[src/rtl/strobe_sequencer.sv]
// strobe_sequencer
//   Generates single-cycle enable strobes for the capture register with a
//   programmable period. Supports free-run (start), fixed-length bursts
//   (single) and immediate abort (stop).
// Ports:
//   clk50m_i     - 50 MHz clock, rising edge
//   rst_n_i      - asynchronous active-low reset
//   period_i     - strobe period in cycles (0 treated as 1), latched on accept
//   burst_len_i  - strobes per burst (0 treated as 1), latched on single
//   start_i      - enter free-run
//   single_i     - run one burst
//   stop_i       - abort to IDLE (highest priority)
//   enable_o     - registered one-cycle strobe
//   busy_o       - high in RUN or BURST
//   done_o       - one-cycle pulse on natural burst completion
//   state_o      - IDLE=0, RUN=1, BURST=2
module strobe_sequencer #(
  parameter int CNT_W = 26,
  parameter int LEN_W = 8
) (
  input  logic             clk50m_i,
  input  logic             rst_n_i,
  input  logic [CNT_W-1:0] period_i,
  input  logic [LEN_W-1:0] burst_len_i,
  input  logic             start_i,
  input  logic             single_i,
  input  logic             stop_i,
  output logic             enable_o,
  output logic             busy_o,
  output logic             done_o,
  output logic [1:0]       state_o
);

  localparam logic [1:0] S_IDLE  = 2'd0;
  localparam logic [1:0] S_RUN   = 2'd1;
  localparam logic [1:0] S_BURST = 2'd2;

  localparam logic [CNT_W-1:0] CNT_ONE = CNT_W'(1);
  localparam logic [LEN_W-1:0] LEN_ONE = LEN_W'(1);

  logic [1:0]       state_q, state_d;
  logic [CNT_W-1:0] cnt_q, cnt_d;
  logic [CNT_W-1:0] per_q, per_d;
  logic [LEN_W-1:0] rem_q, rem_d;
  logic             en_q, en_d;
  logic             done_q, done_d;

  logic [CNT_W-1:0] p_eff;
  logic [LEN_W-1:0] l_eff;

  always_comb begin
    p_eff = (period_i == '0) ? CNT_ONE : period_i;
    l_eff = (burst_len_i == '0) ? LEN_ONE : burst_len_i;

    state_d = state_q;
    per_d   = per_q;
    rem_d   = rem_q;
    en_d    = 1'b0;
    done_d  = 1'b0;
    // Saturating down-count on every non-strobe cycle.
    cnt_d   = (cnt_q != '0) ? cnt_q - CNT_ONE : cnt_q;

    case (state_q)
      S_IDLE: begin
        if (stop_i) begin
          // stop wins over start/single in the same cycle
        end else if (start_i) begin
          state_d = S_RUN;
          per_d   = p_eff;
          cnt_d   = p_eff - CNT_ONE;
          en_d    = 1'b1;
        end else if (single_i) begin
          state_d = S_BURST;
          per_d   = p_eff;
          cnt_d   = p_eff - CNT_ONE;
          // The acceptance strobe is the first of the burst.
          rem_d   = l_eff - LEN_ONE;
          en_d    = 1'b1;
        end
      end
      S_RUN: begin
        if (stop_i) begin
          state_d = S_IDLE;
        end else if (cnt_q == '0) begin
          en_d  = 1'b1;
          cnt_d = per_q - CNT_ONE;
        end
      end
      S_BURST: begin
        if (stop_i) begin
          state_d = S_IDLE;
        end else if (en_q && rem_q == '0) begin
          // The strobe just issued was the last one; finish one cycle later.
          state_d = S_IDLE;
          done_d  = 1'b1;
        end else if (cnt_q == '0) begin
          en_d  = 1'b1;
          cnt_d = per_q - CNT_ONE;
          if (rem_q != '0) rem_d = rem_q - LEN_ONE;
        end
      end
      default: state_d = S_IDLE;
    endcase
  end

  always_ff @(posedge clk50m_i or negedge rst_n_i) begin
    if (!rst_n_i) begin
      state_q <= S_IDLE;
      cnt_q   <= '0;
      per_q   <= CNT_ONE;
      rem_q   <= '0;
      en_q    <= 1'b0;
      done_q  <= 1'b0;
    end else begin
      state_q <= state_d;
      cnt_q   <= cnt_d;
      per_q   <= per_d;
      rem_q   <= rem_d;
      en_q    <= en_d;
      done_q  <= done_d;
    end
  end

  assign enable_o = en_q;
  assign done_o   = done_q;
  assign state_o  = state_q;
  assign busy_o   = (state_q == S_RUN) || (state_q == S_BURST);

endmodule

[config.mk]
export PLATFORM = sky130hd
export DESIGN_NAME = strobe_sequencer
export DESIGN_NICKNAME = d
export VERILOG_FILES = /design/src/rtl/strobe_sequencer.sv
export SDC_FILE = /design/constraint.sdc
export NUM_CORES = 1
export LEC_CHECK = 0
export BUFFER_PORTS_ARGS = -buffer_cell sky130_fd_sc_hd__buf_4
export CAP_MARGIN = 10
export CELL_PAD_IN_SITES_DETAIL_PLACEMENT = 1
export CELL_PAD_IN_SITES_GLOBAL_PLACEMENT = 1
export CORE_MARGIN = 2
export CORE_UTILIZATION = 30
export DETAILED_ROUTE_END_ITERATION = 12
export GPL_TIMING_DRIVEN = 0
export MAX_ROUTING_LAYER = met4
export PLACE_DENSITY = 0.59
export SLEW_MARGIN = 10
export SYNTH_ARGS = -nofsm -noshare
export SYNTH_HDL_FRONTEND = slang
export SYNTH_SLANG_ARGS = --single-unit
[constraint.sdc]
create_clock -name clk50m_i -period 4.1 [get_ports clk50m_i]
set_input_delay 1.025 -clock clk50m_i [delete_from_list [all_inputs] [get_ports clk50m_i]]
set_output_delay 1.025 -clock clk50m_i [all_outputs]
set_load 0.1 [all_outputs]
==> reports/metrics.yaml <==
synthArstFlopShare_pct: 100
gp_congestion: 0.837
hold_slack_ns: 0.514
min_from: "per_q[5]"
clock-sinks: 64
ys.flop_type: "dfrtp_1"
syn_area_sq_um: 4800
initial_core_util_pct: 30.5
setup_viol: 0
antenna_left: 0
fp.dieW_um: 131
cts_root_buffer: "clkbuf_16"
insertedDiodeCount: 0
ys_seq_area_share_pct: 33.4
worstRegToRegCells: 13
p_per_area_nw_per_um2: 724
crit_path_max_incr_delay_ns: 0.53
worstPathRequired_ns: 4.33
synth_cells: 606
htree_levels: 3
holdPathStages: 2
min_to: "per_q[5]"
worst_slew_pin_slew_ns: 0.976
fin_crit_sh_pct: 94.7
grt_pass1_wl_mm: 27.3
fp.dieH_um: 131
synth_area_leader_cell: "dfrtp_1"
hold_class: "reg -> reg"
skew_ns: 0.00704
overflow: 0
drc_errors: 0
ir_drop_mv: 0.248
worstPathCellList: "buf_4 -> or4_1 -> buf_2 -> or4_4 -> buf_6 -> nor3_4 -> nor2_1 -> ha_1 -> or4b_2 -> nor3_1 -> xnor2_1 -> o22ai_1 -> a31o_2"
cap_violations: 0
wl_mm: 17.0
area_delta_synth_final_pct: 20.1
period_minus_slack_ns: 3.88
ios: 44
synth_seq_cells: 64
slew_headroom_pct: 34.4
clock_path_buffers: 2
vias: 4808
path_clk_slew_ns: 0.06
dieArea_sq_um: 17000
vias_per_cell: 5.47
crit_type: "in -> reg"
hold_viol: 0
worst_skew_pair.late_latency_ns: 0.34
place_area_sq_um: 5390
setup_tns_ns: 0
clock.fmax_mhz: 258
p_total_mw: 4.18
synth_fp_nets: 653
synth-edff-count: 0
antenna_found_initial: 0
fillers: 1953
rows: 46
cts_tree: "built"
dp.cells: 864
first_global_vias: 4937
rr_endpoint: "rem_q[6]"
syn_avg_cell_area_sq_um: 7.93
status: "finished clean"
maxSlewViolCount: 0
r2r-start: "state_o[0]"
worst_setup_path_end_kind: "flip-flop"
yosys-top-cells-area: "dfrtp_1, nand2_1, xnor2_1"
drt_iter0_drc: 196
yosysUniqueCellTypes: 69
grt_max_degree: 65
cts_buffers: 9
hpwl_mm: 13.2
p_leak_nw: 2.31
io_buffers: 42
path_buf_inv: 3
nets: 705
crit_fanout: 9
critPathSlowestCell: "or4_1"
grt_usage_pct: 21.5
synth_top_area_share_pct: 32.8
critPathTopFamily: "simple AND/OR/NAND/NOR gates"
ys_warn_count: 0
cp-start-kind: "input pin"
r2r_slack_ns: 0.64
firstDrtPassIters: 5
stdcell_count: 879
drive_above_1_share_pct: 12.8
critPathArrivalTime_ns: 4.12
core_area_sq_um: 15800
cp_num_cells: 13
wire_per_inst_um: 19.3
postCtsSetupRepairBufs: 0
finalInstanceArea_sq_um: 5770
rsz0062_at_grt: "false"
worst max path at each step:
stage	start	endpoint	slack, ns
3_5_place_dp	period_i[5]	cnt_q[10]	-0.68
3_3_place_gp	period_i[5]	cnt_q[10]	-0.67
6_report	period_i[5]	cnt_q[10]	0.22
2_1_floorplan	period_i[5]	cnt_q[10]	0.25
5_1_grt	period_i[5]	cnt_q[10]	0.08
4_1_cts	period_i[5]	cnt_q[10]	0.13
worst reg2reg max path: cells and delay by family, from the launching register on:
family	cells	cell delay (ns)
AO/OA/AOI/OAI	4	0.62
AND/OR/NAND/NOR	3	0.71
flip-flops	1	0.43
adder cells (fa/ha/maj)	2	0.40
buffers and inverters	4	1.18
sequential cells by signal, indices dropped and copies added, names as in the netlist:
signal and cells:
cnt_q 26, state_o 2, per_q 26, enable_o 1, done_o 1, rem_q 8
cell usage in the layout (no fill, tap or decap), types with 16 or more instances in the layout:
master / n
a21oi_1: 30
buf_4: 42
clkbuf_1: 20
dfrtp_1: 63
inv_1: 16
nand2_1: 111
nor2_1: 51
nor3_1: 23
nor4_1: 29
o21ai_0: 28
xnor2_1: 34
xor2_1: 21
cell type report:
cell class | instances | area, sq um | area share [%]
buffer | 23 | 95.1 | 1.65
clock buffer | 10 | 239 | 4.14
clock inverter | 6 | 130 | 2.25
inverter | 17 | 63.8 | 1.11
multi-input combinational | 501 | 3060 | 52.9
sequential | 64 | 1600 | 27.8
tap | 216 | 270 | 4.68
timing repair buffer | 42 | 315 | 5.46
layer usage:
| layer | vias up | GRT usage (%) | routed length, um |
|---|---|---|---|
| li1 | 2294 | - | - |
| met3 | 17 | 3.05 | 423 |
| met1 | 2426 | 27.9 | 7980 |
| met4 | 0 | 6.70 | 300 |
| met2 | 71 | 35.0 | 8300 |
| met5 | - | - | 0 |
cell families (layout without fill, tap and decap cells):
| logic type | Yosys count | after routing | share of synthesized area, % |
|---|---|---|---|
| AND/OR/NAND/NOR | 294 | 294 | 30.9 |
| AO/OA/AOI/OAI | 140 | 140 | 19.4 |
| flip-flops | 64 | 64 | 33.4 |
| XOR/XNOR | 55 | 55 | 10.0 |
| buffers and inverters | 41 | 98 | 3.39 |
| adder cells (fa/ha/maj) | 8 | 8 | 2.08 |
| multiplexers | 4 | 4 | 0.885 |
where the power goes:
part           switching [mW]  internal [mW]  leakage (nW)
clock                   0.306          0.670         0.182
combinational            1.20          0.709          1.33
sequential              0.367          0.924         0.798
stage by stage:
step	util, %	worst slack (ns)
final	36.6	0.218
after global routing	36.6	0.0771
after global placement	34.2	-0.668
after floorplan	-	0.249
after detailed placement	34.2	-0.680
after CTS	36.5	0.129
cell usage after synthesis, types with 5 or more instances:
master	number
dfrtp_1	63
nand4_1	8
a31oi_1	6
ha_1	8
a211oi_1	6
or4_1	8
nor3b_1	6
o22ai_1	8
inv_1	16
or3_1	9
nand3_1	8
or2_2	8
o211ai_1	9
o21ai_0	28
nor4_1	29
xor2_1	21
o21a_1	5
a21oi_1	30
clkbuf_1	21
o31a_1	5
nand2_1	111
a22oi_1	5
nor3_1	25
nor2_1	51
nand2b_1	7
xnor2_1	34
repair_timing:
item                                    in CTS  in global routing
endpoints found under the setup margin      10                  4
gates resized for setup                      1                  2
pin swaps                                    0                  0
hold buffers                                 0                  0
(Power assumes the default switching activity.)
